File: config.mk
export PLATFORM = sky130hd
export DESIGN_NAME = clk_step_ctrl_flat
export DESIGN_NICKNAME = d
export VERILOG_FILES = /design/src/rtl/clk_step_pkg.sv /design/src/rtl/clk_step_ctrl_if.sv /design/src/rtl/clk_step_ctrl_debounce.sv /design/src/rtl/clk_step_ctrl.sv /design/src/flat_wrapper.sv
export SDC_FILE = /design/constraint.sdc
export NUM_CORES = 1
export LEC_CHECK = 0
export ABC_AREA = 0
export CAP_MARGIN = 20
export CORE_MARGIN = 5
export CORE_UTILIZATION = 50
export DETAILED_ROUTE_END_ITERATION = 10
export HOLD_SLACK_MARGIN = 0.03
export PLACE_DENSITY = 0.75
export REMOVE_ABC_BUFFERS = 1
export SLEW_MARGIN = 10
export SYNTH_ARGS = -nofsm -noshare
export SYNTH_HDL_FRONTEND = slang
export SYNTH_HIERARCHICAL = 1
export SYNTH_SLANG_ARGS = --single-unit
File: constraint.sdc
create_clock -name clk_i -period 2 [get_ports clk_i]
set_input_delay 0.6 -clock clk_i [delete_from_list [all_inputs] [get_ports clk_i]]
set_output_delay 0.6 -clock clk_i [all_outputs]
set_load 0.005 [all_outputs]
File: src/rtl/clk_step_pkg.sv
// rtl/clk_step_pkg.sv - shared encodings for the processor step controller
package clk_step_pkg;

    typedef enum logic [1:0] {
        MODE_STEP = 2'b00,
        MODE_RUN  = 2'b01,
        MODE_HALT = 2'b10
    } mode_e;

    typedef enum logic [1:0] {
        DB_IDLE  = 2'b00,
        DB_PWAIT = 2'b01,
        DB_HELD  = 2'b10,
        DB_RWAIT = 2'b11
    } db_state_e;

endpackage

File: src/rtl/clk_step_ctrl_if.sv
// rtl/clk_step_ctrl_if.sv - board-side signals of the processor step controller
interface clk_step_ctrl_if #(
    parameter int CNT_W = 16
);
    logic             slow_clk_i;
    logic             run_sw_i;
    logic             step_btn_ni;
    logic             halt_i;
    logic             cpu_en_o;
    logic [1:0]       mode_o;
    logic [CNT_W-1:0] step_cnt_o;

    modport master (
        output slow_clk_i, run_sw_i, step_btn_ni, halt_i,
        input  cpu_en_o, mode_o, step_cnt_o
    );

    modport slave (
        input  slow_clk_i, run_sw_i, step_btn_ni, halt_i,
        output cpu_en_o, mode_o, step_cnt_o
    );
endinterface

File: src/rtl/clk_step_ctrl_debounce.sv
// rtl/clk_step_ctrl_debounce.sv - active-low key synchronizer and debouncer, one press pulse per press
module btn_debounce
    import clk_step_pkg::*;
#(
    parameter int DEBOUNCE_CYCLES = 1_000_000
) (
    input  logic clk_i,
    input  logic rst_ni,
    input  logic btn_ni,
    output logic press_o
);
    localparam int            CW       = $clog2(DEBOUNCE_CYCLES + 1);
    localparam logic [CW-1:0] CNT_LAST = CW'(DEBOUNCE_CYCLES - 1);
    localparam logic [CW-1:0] CNT_MAX  = CW'(DEBOUNCE_CYCLES);

    // Synchronizer resets to "released" so reset never looks like a press
    logic [1:0] sync_q;
    logic       pressed;

    db_state_e     state_q, state_d;
    logic [CW-1:0] cnt_q, cnt_d, cnt_inc;

    always_ff @(posedge clk_i or negedge rst_ni) begin
        if (!rst_ni) begin
            sync_q  <= 2'b11;
            state_q <= DB_IDLE;
            cnt_q   <= '0;
        end else begin
            sync_q  <= {sync_q[0], btn_ni};
            state_q <= state_d;
            cnt_q   <= cnt_d;
        end
    end

    assign pressed = ~sync_q[1];
    assign cnt_inc = (cnt_q == CNT_MAX) ? cnt_q : cnt_q + CW'(1);

    always_comb begin
        state_d = state_q;
        cnt_d   = cnt_q;
        press_o = 1'b0;
        case (state_q)
            DB_IDLE: begin
                if (pressed) begin
                    state_d = DB_PWAIT;
                    cnt_d   = '0;
                end
            end
            DB_PWAIT: begin
                if (!pressed) begin
                    state_d = DB_IDLE;
                end else if (cnt_q >= CNT_LAST) begin
                    state_d = DB_HELD;
                    press_o = 1'b1;
                end else begin
                    cnt_d = cnt_inc;
                end
            end
            DB_HELD: begin
                if (!pressed) begin
                    state_d = DB_RWAIT;
                    cnt_d   = '0;
                end
            end
            DB_RWAIT: begin
                // A bounce during release returns to HELD without a new pulse
                if (pressed) begin
                    state_d = DB_HELD;
                end else if (cnt_q >= CNT_LAST) begin
                    state_d = DB_IDLE;
                end else begin
                    cnt_d = cnt_inc;
                end
            end
            default: state_d = DB_IDLE;
        endcase
    end
endmodule

File: src/rtl/clk_step_ctrl.sv
// rtl/clk_step_ctrl.sv - RUN/STEP/HALT clock-enable generator and step counter for the processor
module clk_step_ctrl
    import clk_step_pkg::*;
#(
    parameter int DEBOUNCE_CYCLES = 1_000_000,
    parameter int CNT_W           = 16
) (
    input  logic             clk_i,
    input  logic             rst_ni,
    clk_step_ctrl_if.slave   bus
);
    // Slow clock is only sampled as data; a third flop gives the rising-edge tick
    logic [2:0]       slow_q;
    logic [1:0]       run_q;
    logic             tick;
    logic             run_sw;
    logic             press;

    mode_e            mode_q, mode_d;
    logic             cpu_en_q, cpu_en_d;
    logic [CNT_W-1:0] step_cnt_q;

    always_ff @(posedge clk_i or negedge rst_ni) begin
        if (!rst_ni) begin
            slow_q <= 3'b111;
            run_q  <= 2'b00;
        end else begin
            slow_q <= {slow_q[1:0], bus.slow_clk_i};
            run_q  <= {run_q[0], bus.run_sw_i};
        end
    end

    assign tick   = slow_q[1] & ~slow_q[2];
    assign run_sw = run_q[1];

    btn_debounce #(
        .DEBOUNCE_CYCLES(DEBOUNCE_CYCLES)
    ) u_btn_debounce (
        .clk_i  (clk_i),
        .rst_ni (rst_ni),
        .btn_ni (bus.step_btn_ni),
        .press_o(press)
    );

    always_ff @(posedge clk_i or negedge rst_ni) begin
        if (!rst_ni) begin
            mode_q     <= MODE_STEP;
            cpu_en_q   <= 1'b0;
            step_cnt_q <= '0;
        end else begin
            mode_q     <= mode_d;
            cpu_en_q   <= cpu_en_d;
            step_cnt_q <= step_cnt_q + {{(CNT_W-1){1'b0}}, cpu_en_q};
        end
    end

    // Enable source follows the registered mode, so a mode change never mixes sources
    always_comb begin
        mode_d   = mode_q;
        cpu_en_d = 1'b0;
        case (mode_q)
            MODE_STEP: begin
                cpu_en_d = press;
                if (run_sw) mode_d = MODE_RUN;
            end
            MODE_RUN: begin
                cpu_en_d = tick;
                if (!run_sw) mode_d = MODE_STEP;
            end
            MODE_HALT: mode_d = MODE_HALT;
            default:   mode_d = MODE_STEP;
        endcase
        if (bus.halt_i) begin
            mode_d   = MODE_HALT;
            cpu_en_d = 1'b0;
        end
    end

    assign bus.cpu_en_o   = cpu_en_q;
    assign bus.mode_o     = mode_q;
    assign bus.step_cnt_o = step_cnt_q;
endmodule
File: src/flat_wrapper.sv
// flat-port wrapper written by rule: the top's interface ports become plain ports
module clk_step_ctrl_flat import clk_step_pkg::*;
#(
    parameter int DEBOUNCE_CYCLES = 1_000_000,
    parameter int CNT_W           = 16
)
  (clk_i, rst_ni, bus_slow_clk_i, bus_run_sw_i, bus_step_btn_ni, bus_halt_i, bus_cpu_en_o, bus_mode_o, bus_step_cnt_o);
  clk_step_ctrl_if #(.CNT_W(CNT_W)) bus_i ();
  input  logic clk_i;
  input  logic rst_ni;
  input wire logic [$bits(bus_i.slow_clk_i)-1:0] bus_slow_clk_i;
  input wire logic [$bits(bus_i.run_sw_i)-1:0] bus_run_sw_i;
  input wire logic [$bits(bus_i.step_btn_ni)-1:0] bus_step_btn_ni;
  input wire logic [$bits(bus_i.halt_i)-1:0] bus_halt_i;
  output wire logic [$bits(bus_i.cpu_en_o)-1:0] bus_cpu_en_o;
  output wire logic [$bits(bus_i.mode_o)-1:0] bus_mode_o;
  output wire logic [$bits(bus_i.step_cnt_o)-1:0] bus_step_cnt_o;
  assign bus_i.slow_clk_i = bus_slow_clk_i;
  assign bus_i.run_sw_i = bus_run_sw_i;
  assign bus_i.step_btn_ni = bus_step_btn_ni;
  assign bus_i.halt_i = bus_halt_i;
  assign bus_cpu_en_o = bus_i.cpu_en_o;
  assign bus_mode_o = bus_i.mode_o;
  assign bus_step_cnt_o = bus_i.step_cnt_o;
  clk_step_ctrl #(.DEBOUNCE_CYCLES(DEBOUNCE_CYCLES), .CNT_W(CNT_W)) u_core (.clk_i(clk_i), .rst_ni(rst_ni), .bus(bus_i));
endmodule
======== After elaboration in Yosys (flattened, before gate mapping) ========
Cells that the tools add are included.
storage, ports and cells
  register bits ........................... 48
  bits of input ports ..................... 6
  output and inout port bits .............. 19
operators by class
  add/subtract/negate cells ............... 2
  magnitude comparators ................... 1
  equal/unequal tests ..................... 14
  multiplexer cells ....................... 23
  bitwise gates (word level) .............. 2
  reductions and logical operators ........ 5
operators with widths
  kind                   number
  $mux 20                6
  $pmux 20 s4            1
  $add 20x1->20 const B  1
  $eq 20x20->1 const B   1
  $ge 20x20->1 const B   1
  $mux 2                 9
  $add 16x1->16          1
  $ne 3x3->1 const B     3
  $ne 2x2->1 const B     4
  $pmux 2 s4             1
  $reduce_and 4->1       2
  $eq 2x2->1 const B     3
  $pmux 2 s3             1
  $eq 2x1->1 const B     2
  $logic_not 2->1        2
  $mux 1                 4
  $ne 3x2->1 const B     1
  $pmux 1 s2             1
  $reduce_and 2->1       1
  $and 1x1->1            1
  $not 1->1              1

======== Longest topological paths before layout ========
Gate-level depths: netlist of run 1.
  word-level depth ........................ 6
  gate-level depth with buffers ........... 10

======== Modules after synthesis ========
Netlist of run 1, hierarchy kept.
modules (own cells, without submodules)
  module         instances  cells each  area an instance (µm²)  seq. area each (µm²)
  btn_debounce   1          154         1413.9                  603.1
  clk_step_ctrl  1          70          967.2                   604.3

======== Worst setup path before layout of run 1 ========
Ideal clock, no wire load.
  path kind ............................... reg-to-reg
  start point ............................. register u_core.u_btn_debounce.cnt_q[0]
  end point ............................... register u_core.u_btn_debounce.cnt_q[13]
  data arrival time ....................... 2.038 ns
  required time ........................... 1.922 ns
  path slack .............................. -0.116 ns
  cell stages (with the launch flop) ...... 9
  buffers on the path ..................... 1
  clock period less this slack ............ 2.116 ns
  cells stage by stage .................... dfrtp_1 > ha_1 > and4_1 > buf_2 > nand4_1 > a2bb2oi_4 > o21ai_2 > or4b_1 > a21oi_1
on the way
  word-level cells in the longest chain between the ends .. 5
  elaborated cells on any way between the ends .. 8
ends and longest elaborated chain
  element                                               line                                                        RTL
  start, declared                                       clk_step_ctrl_debounce.sv:21                                logic [CW-1:0] cnt_q, cnt_d, cnt_inc;
  start signal, assigned                                clk_step_ctrl_debounce.sv:31                                cnt_q <= cnt_d;
  $add 20x1->20 / $eq 20x20->1 (equally long branches)  clk_step_ctrl_debounce.sv:36                                assign cnt_inc = (cnt_q == CNT_MAX) ? cnt_q : cnt_q + CW'(1);
  $mux 20                                               clk_step_ctrl_debounce.sv:36
  $mux 20 *                                             clk_step_ctrl_debounce.sv:52, clk_step_ctrl_debounce.sv:69
  $mux 20, on equally long branches                     clk_step_ctrl_debounce.sv:67, clk_step_ctrl_debounce.sv:50
  $pmux 20 s4 *                                         clk_step_ctrl_debounce.sv:42                                case (state_q)
Every way passes the cells marked *; elsewhere a longest branch is shown, timed or not. The select of a mux whose other input is x is not followed.
A chain may end at the register's enable or synchronous reset.

======== Worst setup path after layout of run 1 ========
  start point ............................. register u_core.u_btn_debounce.cnt_q[1]
  end point ............................... register u_core.u_btn_debounce.cnt_q[7]
Same word-level chain as after synthesis.

==> metrics.csv, run 1 <==
metric;value;unit
IO Count;25;
antenna viol nets, final;0;
CP max FO;6;
Synth cell types;51;
met1 Resource Use GR;24.98;%
setup TNS;-70.26;ps
commonest non-fill, non-tap cells in the layout;dfrtp_1, buf_4, clkdlybuf4s50_1;
Fin Clk Skew;11.72;ps
status;complete, but fails checks;
Die Ht;79.01;um
Final Core Density;64.08;%
DP HPWL;3695;um
GRT busiest layer;met2;
drt via density;5.744;
Final setup viols;6;
clock sinks;48;
Tot Pwr;1.719;mW
Antenna Cells;0;
XOR/XNOR Fraction of Synth Area;6.989;%
Worst Max-Slew Pin Slew;794.6;ps
Max Slew Vio Count;0;
Async SR Flop Fraction;100.0;%
core area;4661;um2
WL/cell;15.86;um
root buffer cell;clkbuf_8;
first-pass GRT wire length;9149;um
Synth area leaders;dfrtp_1, dfstp_2, xnor2_1;
vias;1884;
Fmax;491.5;MHz
area leader, netlist;dfrtp_1;
Final Cycle Share;101.7;%
worst skew pair latency;300;ps
CP Class;flop to flop;
multiplexer share of the synthesized area;0.8408;%
violated checks;negative setup slack;
max_cap viols;0;
worst path arrival time;2260;ps
GPL Wtd Cong;0.8693;
Mapped Area;2381;um2
Synth top area share;45.19;%
largest net degree at the start of global routing;49;
Nets;284;
Initial Utilization;51.09;%
Global Route met2 Usage;30.05;%
commonest non-fill, non-tap cell in the layout;dfrtp_1;
Final Hold Viols;0;
Final Critical Period;2035;ps
syn avg cell area;10.63;um2
largest family of logic cells by synthesized area;simple AND/OR/NAND/NOR gates;
number of synthesized flops with an enable pin;0;
Hold Crit Class;input pin to async pin;
WHS;258.9;ps
Max clock buf depth;2;
vias in the first global route;1924;
post-synthesis compound-gate area fraction;12.61;%
1st-pass router iterations;4;
Worst setup SP type;flop;
DIE WIDTH;79.01;um
Syn-to-layout area delta;25.43;%
CTS clk-pin slew, worst paths;90;ps
post-route setup slack;-34.78;ps
post-synthesis simple-gate area fraction;23.75;%
DRC viols;0;
initial antenna violation count;0;
Rows;25;
Leakage;1.288;nW
Slew headroom;46.83;%
GRT met3 Usage;2.608;%
Critical Path RT;2230;ps
Seq/Total Area, Yosys;50.71;%
#FFs+latches synth;48;
H-tree depth;2;
GRT overflow;0;
Crit. End Element;flop;
layout cells sized above 1;23.72;%
pwr dens;575.6;nW/um2
Routed WL;5202;um
Synth Area in Adders;2.627;%
cts bufs inserted;5;
Max VDD drop;334.3;uV
Tot GR Track Use;18.49;%
synth warn;6;
CTS tree;built;
Die ar.;6242;um2
RSZ-0062 raised after global routing;true;
I/O Buffers;24;
initial DRC count;160;
post-place setup slack;-73.42;ps
Top FF cell, synth;dfrtp_1;
Synth Instances;224;
==> registers in the layout, summed over array words and instances (netlist names), named ones only <==
signal and flops:
u_core/u_btn_debounce/cnt_q 20, u_core/bus.step_cnt_o 16, u_core/slow_q 3, u_core/bus.mode_o 2
u_core/run_q 2, u_core/u_btn_debounce/sync_q 2, u_core/bus.cpu_en_o 1, u_core/u_btn_debounce/state_q 1
==> worst paths after layout <==
path | start | end | slack [ps] | depth (start not counted)
max in group asynchronous | rst_ni | u_core/slow_q[2] | 1450 | 2
max | u_core/u_btn_debounce/cnt_q[1] | u_core/u_btn_debounce/cnt_q[7] | -30 | 7
min reg2reg | u_core/slow_q[0] | u_core/slow_q[1] | 360 | 0
max reg2reg | u_core/u_btn_debounce/cnt_q[1] | u_core/u_btn_debounce/cnt_q[7] | -30 | 7
min in group clk_i | u_core/slow_q[0] | u_core/slow_q[1] | 360 | 0
min | rst_ni | u_core/u_btn_debounce/cnt_q[12] | 260 | 2
==> worst max-delay path, stage by stage (launching register included) <==
cell and delay, ps:
dfrtp_1 400, ha_2 190, and4_1 190, nand4_1 160, a2bb2oi_4 270, o21ai_2 110
or4b_1 520, a21oi_2 130
==> metrics by stage <==
step,instance area (um2),std cells
floorplan,2345,216
global placement,2825,316
detailed placement,2825,316
CTS,2940,326
global route,2987,328
finish,2987,328
==> cell families after synthesis <==
| kind of cell | Yosys count |
|---|---|
| buffers and inverters | 14 |
| AO/OA/AOI/OAI | 43 |
| XOR/XNOR | 19 |
| flip-flops | 48 |
| adder cells (fa/ha/maj) | 5 |
| AND/OR/NAND/NOR | 93 |
| multiplexers | 2 |
==> power by group <==
part           internal [mW]  switching [mW]  leakage [nW]
sequential             0.999          0.0198         0.633
clock                  0.245           0.319        0.0412
combinational         0.0611          0.0752         0.614
==> synthesized netlist by cell type, types with 2 or more instances <==
cell,n
dfrtp_1,43
nand2_1,19
nand3_1,12
nor2_1,11
xnor2_1,11
nand4_1,9
a21oi_1,8
o21ai_0,8
xor2_1,8
inv_1,6
nor3_1,6
o211ai_1,6
and3_1,5
and4_1,5
clkbuf_1,5
dfstp_2,5
ha_1,5
o21ai_1,4
o2111ai_1,3
or3_1,3
a21o_1,2
a31oi_1,2
and2_1,2
and4_2,2
buf_2,2
mux2i_1,2
nand4b_1,2
o22ai_1,2
o31ai_1,2
or4_1,2
or4b_1,2
==> timing repair <==
action,in CTS,in global routing
setup endpoints to repair,10,17
gates cloned,0,0
setup buffers,2,2
pin swaps,6,11
hold buffers,0,0
resized for setup,4,10
==> final cells by class <==
| class | count | area [um2] |
|---|---|---|
| flip-flops and latches | 48 | 1210 |
| inverters | 6 | 22.52 |
| repair buffers | 50 | 442.9 |
| clock buffers | 6 | 72.57 |
| clock inverters | 2 | 12.51 |
| fillers | 369 | 1674 |
| well taps | 54 | 67.56 |
| multi-input cells | 162 | 1159 |
==> metal layers <==
layer,part of all wire (%),vias to the layer above
li1,-,919
met1,45,917
met2,50,44
met3,4.2,4
met4,0.94,0
met5,0,-
No activity file was read; power rests on OpenSTA's default activity.
==> inputs of run 2 (changes only) <==
--- a/config.mk
+++ b/config.mk
@@ -7,7 +7,7 @@
 export LEC_CHECK = 0
 export ABC_AREA = 0
 export CAP_MARGIN = 20
-export CORE_MARGIN = 5
+export CORE_MARGIN = 2
 export CORE_UTILIZATION = 50
 export DETAILED_ROUTE_END_ITERATION = 10
 export HOLD_SLACK_MARGIN = 0.03
==> run 2 against run 1 <==
The run still ends with negative setup slack left. Clock skew fell by 5.9 ps. Sequential power is essentially flat. Worst setup slack gained 7.7 ps. Clock-buffer cell count unchanged. Largest cell class unchanged.
==> metrics.csv, run 2 (synthesized netlist as in run 1, its figures left out) <==
metric;value;unit;change
multi-input logic area;1146;um2;was 1159 um2
GRT met3 Usage;5.110;%;was 2.608%
core area;4661;um2;unchanged
Final Cycle Share;101.4;%;was 101.7%
clock sinks;48;;unchanged
placed cells;314;;was 316
CP max FO;7;;was 6
GPL Wtd Cong;0.8280;;was 0.8693
Max VDD drop;443.0;uV;was 334.3 uV
DP HPWL;3572;um;was 3695 um
max_cap viols;0;;unchanged
pwr dens;629.8;nW/um2;was 575.6 nW/um2
post-route setup slack;-27.12;ps;was -34.78 ps
IO Count;25;;unchanged
Tot GR Track Use;20.29;%;was 18.49%
Hold Crit Class;input pin to async pin;;unchanged
initial DRC count;119;;was 160
Worst Max-Slew Pin Slew;773.8;ps;was 794.6 ps
Psw;0.4160;mW;was 0.4139 mW
worst path arrival time;2260;ps;about the same
CP Class;flop to flop;;unchanged
WHS;242.8;ps;was 258.9 ps
Leakage;1.300;nW;was 1.288 nW
Final Critical Period;2027;ps;was 2035 ps
Top reg by flops;u_core/u_btn_debounce/cnt_q;;unchanged
DRC viols;0;;unchanged
GRT overflow;0;;unchanged
RSZ-0062 raised after global routing;true;;unchanged
I/O Buffers;24;;unchanged
largest net degree at the start of global routing;29;;was 49
DIE WIDTH;73.01;um;was 79.01 um
commonest non-fill, non-tap cell in the layout;dfrtp_1;;unchanged
root buffer cell;clkbuf_8;;unchanged
Die Ht;73.01;um;was 79.01 um
Max clock buf depth;2;;unchanged
Nets;281;;was 284
drt via density;5.855;;was 5.744
Routed WL;4941;um;was 5202 um
Rows;25;;unchanged
Max Slew Vio Count;0;;unchanged
Fin Clk Skew;5.829;ps;was 11.72 ps
Die ar.;5330;um2;was 6242 um2
H-tree depth;2;;unchanged
Worst setup SP type;flop;;unchanged
Tot Pwr;1.882;mW;was 1.719 mW
Global Route met2 Usage;31.53;%;was 30.05%
FF+latch area;1211;um2;was 1210 um2
vias;1903;;was 1884
fillers;367;;was 369
fin cells;325;;was 328
GRT busiest layer;met2;;unchanged
CTS tree;built;;unchanged
layout cells sized above 1;22.51;%;was 23.72%
sequential share of power;54.1;%;was 59.3%
P_int;1.466;mW;was 1.305 mW
commonest non-fill, non-tap cells in the layout;dfrtp_1, clkdlybuf4s50_1, buf_4;;was dfrtp_1, buf_4, clkdlybuf4s50_1
Initial Utilization;51.09;%;unchanged
first-pass GRT wire length;8335;um;was 9149 um
Final Hold Viols;0;;unchanged
WL/cell;15.20;um;was 15.86 um
1st-pass router iterations;4;;unchanged
antenna viol nets, final;0;;unchanged
Fmax;493.3;MHz;was 491.5 MHz
Slew headroom;48.22;%;was 46.83%
initial antenna violation count;0;;unchanged
cts bufs inserted;5;;unchanged
Final setup viols;3;;was 6
Critical Path RT;2230;ps;about the same
Crit. End Element;flop;;unchanged
max reg flops;20;;unchanged
status;complete, but fails checks;;unchanged
CTS clk-pin slew, worst paths;90;ps;about the same
clock share of power;39.0;%;was 32.8%
Antenna Cells;0;;unchanged
met1 Resource Use GR;27.93;%;was 24.98%
vias in the first global route;1801;;was 1924
Post-CTS Hold Buffers;0;;unchanged
worst skew pair latency;300;ps;about the same
switching share of total power;22.10;%;was 24.08%
violated checks;negative setup slack;;unchanged
logic gate share of total power;6.9;%;was 7.9%
Syn-to-layout area delta;25.54;%;was 25.43%
==> run 2: cell count changes in the layout (fill, tap and decap cells not counted), moves of 2 or more <==
cell / change
buf_4: -3
o2111ai_1: +2
o2111ai_2: -2
o21ai_0: +2
o21ai_1: -2
==> run 2: per-layer routing <==
metal / vias up / routed length [um]
li1: 918 / -
met1: 930 / 2360
met2: 47 / 2313
met3: 8 / 203
met4: 0 / 64
met5: - / 0
==> run 2: repair_timing <==
item | 4_1_cts | 5_1_grt
hold endpoints to repair | 0 | 0
buffers inserted | 2 | 1
gates resized for setup | 2 | 8
pin swaps | 4 | 5
endpoints found under the setup margin | 6 | 18
==> run 2: worst max-delay path, cell delays in order (launching register included) <==
cell and delay, ps:
dfrtp_2 460, nor4_4 310, o211ai_2 150, a2bb2oi_4 290, o21ai_2 100, or4b_1 510, a21oi_1 130
==> run 2: worst paths after layout <==
path / start / endpoint / slack (ps) / cells past startpoint
max: u_core/u_btn_debounce/cnt_q[10] / u_core/u_btn_debounce/cnt_q[7] / -30 / 6
min: rst_ni / u_core/u_btn_debounce/cnt_q[0] / 240 / 2
max reg2reg: u_core/u_btn_debounce/cnt_q[10] / u_core/u_btn_debounce/cnt_q[7] / -30 / 6
min reg2reg: u_core/slow_q[0] / u_core/slow_q[1] / 360 / 0
max in group asynchronous: rst_ni / u_core/u_btn_debounce/cnt_q[10] / 1480 / 2
min in group clk_i: u_core/slow_q[0] / u_core/slow_q[1] / 360 / 0
==> run 2: power groups by stage <==
stage	Combinational, mW	Clock (mW)	Sequential, mW
floorplan	0.0445	0	1.04
global placement	0.127	0	1.04
detailed placement	0.130	0	1.04
CTS	0.130	0.761	1.02
global route	0.146	0.808	1.02
finish	0.129	0.735	1.02
==> run 2: cell type report <==
| cell class | instances | share of cell area [%] |
|---|---|---|
| clock buffers | 6 | 2.763 |
| clock inverters | 2 | 1.298 |
| inverters | 6 | 0.7535 |
| multi-input cells | 162 | 38.34 |
| flip-flops and latches | 48 | 40.52 |
| well taps | 54 | 2.260 |
| repair buffers | 47 | 14.06 |
==> run 2: through the flow <==
stage | utilization, % | TNS (ps) | area (um2) | worst slack, ps
floorplan | - | -177.8 | 2345 | -62.11
global placement | 60.30 | 0 | 2810 | 33.06
detailed placement | 60.30 | -156.0 | 2810 | -55.78
CTS | 63.41 | 0 | 2955 | 1.825
global route | 64.13 | -890.5 | 2989 | -112.1
finish | 64.13 | -59.13 | 2989 | -27.12
==> inputs of run 3 (changes only) <==
--- a/config.mk
+++ b/config.mk
@@ -12,6 +12,7 @@
 export DETAILED_ROUTE_END_ITERATION = 10
 export HOLD_SLACK_MARGIN = 0.03
 export PLACE_DENSITY = 0.75
+export RECOVER_POWER = 100
 export REMOVE_ABC_BUFFERS = 1
 export SLEW_MARGIN = 10
 export SYNTH_ARGS = -nofsm -noshare
==> run 3 against run 2 <==
The run still ends with negative setup slack left. Register-to-register slack about the same. Flip-flop and latch count unchanged. Clock-buffer cell count unchanged. Final area shrank 0.96%. Routed wire length is 0.10% lower. Largest cell class unchanged.
==> metrics.csv, run 3 (synthesized netlist as in run 1, its figures left out) <==
metric;value;unit;change
status;complete, but fails checks;;unchanged
violated checks;negative setup slack;;unchanged
Die Ht;73.01;um;unchanged
Fin Clk Skew;6.375;ps;was 5.829 ps
Critical Path RT;2230;ps;about the same
Syn-to-layout area delta;24.33;%;was 25.54%
switching share of total power;22.17;%;was 22.10%
crit-path max cell delay;510;ps;about the same
Max VDD drop;441.3;uV;was 443.0 uV
H-tree depth;2;;unchanged
Crit. End Element;flop;;unchanged
IO Count;25;;unchanged
Final Hold Viols;0;;unchanged
post-place setup slack;-55.78;ps;unchanged
CP max FO;7;;unchanged
Final setup viols;3;;unchanged
clock sinks;48;;unchanged
Final Critical Period;2022;ps;was 2027 ps
worst path arrival time;2250;ps;was 2260 ps
largest net degree at the start of global routing;29;;unchanged
Post-CTS Hold Buffers;0;;unchanged
root buffer cell;clkbuf_8;;unchanged
logic gate share of total power;6.5;%;was 6.9%
Hold Crit Class;flop to flop;;was input pin to async pin
drt via density;5.892;;was 5.855
max reg flops;20;;unchanged
slowest CP cell;or4b_1;;unchanged
pwr dens;633.4;nW/um2;was 629.8 nW/um2
Nets;281;;unchanged
Antenna Cells;0;;unchanged
I/O Buffers;24;;unchanged
Worst setup SP type;flop;;unchanged
CP top delay family;simple AND/OR/NAND/NOR gates;;unchanged
hold path startpoint;u_core/slow_q[0];;
initial DRC count;145;;was 119
Rows;25;;unchanged
antenna viol nets, final;0;;unchanged
P_int;1.459;mW;was 1.466 mW
initial antenna violation count;0;;unchanged
CP Depth;6;;unchanged
Die ar.;5330;um2;unchanged
RSZ-0062 raised after global routing;true;;unchanged
DP HPWL;3572;um;unchanged
Worst Max-Slew Pin Slew;1410;ps;was 773.8 ps
clock share of power;39.2;%;was 39.0%
Final Cell Area;2960;um2;was 2989 um2
hold path depth;0;;
layout cells sized above 1;20.30;%;was 22.51%
critical-path cell list;nor4_4 > o211ai_2 > a2bb2oi_4 > o21ai_2 > or4b_1 > a21oi_1;;unchanged
commonest non-fill, non-tap cells in the layout;dfrtp_1, buf_4, nand2_1;;was dfrtp_1, clkdlybuf4s50_1, buf_4
first-pass GRT wire length;8335;um;unchanged
Leakage;1.310;nW;was 1.300 nW
max_cap viols;0;;unchanged
WL/cell;15.19;um;was 15.20 um
CP Class;flop to flop;;unchanged
post-route setup slack;-22.20;ps;was -27.12 ps
commonest non-fill, non-tap cell in the layout;dfrtp_1;;unchanged
Routed WL;4936;um;was 4941 um
GRT overflow;0;;unchanged
DIE WIDTH;73.01;um;unchanged
cts bufs inserted;5;;unchanged
Tot Pwr;1.875;mW;was 1.882 mW
worst hold endpoint;u_core/slow_q[1];;
Final Cycle Share;101.1;%;was 101.4%
1st-pass router iterations;4;;unchanged
fillers;371;;was 367
Max Slew Vio Count;0;;unchanged
R2R depth;6;;unchanged
vias;1915;;was 1903
placed cells;314;;unchanged
GPL Wtd Cong;0.8280;;unchanged
DRC viols;0;;unchanged
Psw;0.4157;mW;was 0.4160 mW
Tot GR Track Use;20.29;%;unchanged
worst reg-to-reg setup slack;-20;ps;was -30 ps
worst skew pair latency;300;ps;about the same
Top reg by flops;u_core/u_btn_debounce/cnt_q;;unchanged
WHS;360.4;ps;was 242.8 ps
CTS clk-pin slew, worst paths;90;ps;about the same
Slew headroom;6.002;%;was 48.22%
Critical path buffers and inverters;0;;unchanged
r2r endpoint;u_core/u_btn_debounce/cnt_q[7];;unchanged
vias in the first global route;1801;;unchanged
CTS tree;built;;unchanged
core area;4661;um2;unchanged
Initial Utilization;51.09;%;unchanged
Max clock buf depth;2;;unchanged
fin cells;325;;unchanged
worst r2r src;u_core/u_btn_debounce/cnt_q[10];;unchanged
Fmax;494.5;MHz;was 493.3 MHz
Post-DP Area;2810;um2;unchanged
sequential share of power;54.3;%;was 54.1%
## run 3: per-stage QoR
stage,TNS (ps),util [%]
global route,-897.2,63.52
finish,-43.87,63.52
global placement,0,60.30
floorplan,-177.8,-
CTS,0,63.41
detailed placement,-156.0,60.30
## run 3: worst max path at each step
stage	startpoint	end	slack [ps]
global placement	u_core/u_btn_debounce/cnt_q[0]	u_core/u_btn_debounce/cnt_q[13]	30
global route	u_core/u_btn_debounce/cnt_q[10]	u_core/u_btn_debounce/cnt_q[8]	-110
finish	u_core/u_btn_debounce/cnt_q[10]	u_core/u_btn_debounce/cnt_q[7]	-20
detailed placement	u_core/u_btn_debounce/cnt_q[0]	u_core/u_btn_debounce/cnt_q[13]	-60
CTS	u_core/u_btn_debounce/cnt_q[0]	u_core/u_btn_debounce/cnt_q[7]	2
floorplan	u_core/u_btn_debounce/cnt_q[0]	u_core/u_btn_debounce/cnt_q[13]	-60
## run 3: what timing repair did
item | 4_1_cts | 5_1_grt
gates resized for setup | 2 | 8
pin swaps | 4 | 5
cloned | 0 | 0
hold endpoints to repair | 0 | 0
setup endpoints to repair | 6 | 18
buffers inserted | 2 | 1
## run 3: worst reg2reg max path: stages, from the launching register on
cell and delay, ps:
dfrtp_2 460, nor4_4 320, o211ai_2 150, a2bb2oi_4 290, o21ai_2 100, or4b_1 510, a21oi_1 130
## run 3: routing by layer
layer / track usage [%] / vias to the layer above / routed length (um)
met2: 31.53 / 48 / 2330
met1: 27.93 / 943 / 2323
met4: 6.379 / 0 / 55
met5: 0 / - / 0
met3: 5.110 / 5 / 226
li1: - / 919 / -
## run 3: layout make-up
cell class | count | area [um2] | share of cell area, %
Sequential cell | 48 | 1211 | 40.91
Clock inverter | 2 | 38.79 | 1.310
Timing Repair Buffer | 47 | 400.4 | 13.52
Tap cell | 54 | 67.56 | 2.282
Clock buffer | 6 | 82.58 | 2.790
Inverter | 6 | 22.52 | 0.7608
Multi-Input combinational cell | 162 | 1137 | 38.42
## run 3: power groups by stage
stage | Sequential (mW) | Combinational (mW) | Clock (mW)
final | 1.02 | 0.122 | 0.735
after floorplan | 1.04 | 0.0445 | 0
after detailed placement | 1.04 | 0.130 | 0
after global routing | 1.02 | 0.138 | 0.808
after CTS | 1.02 | 0.130 | 0.761
after global placement | 1.04 | 0.127 | 0
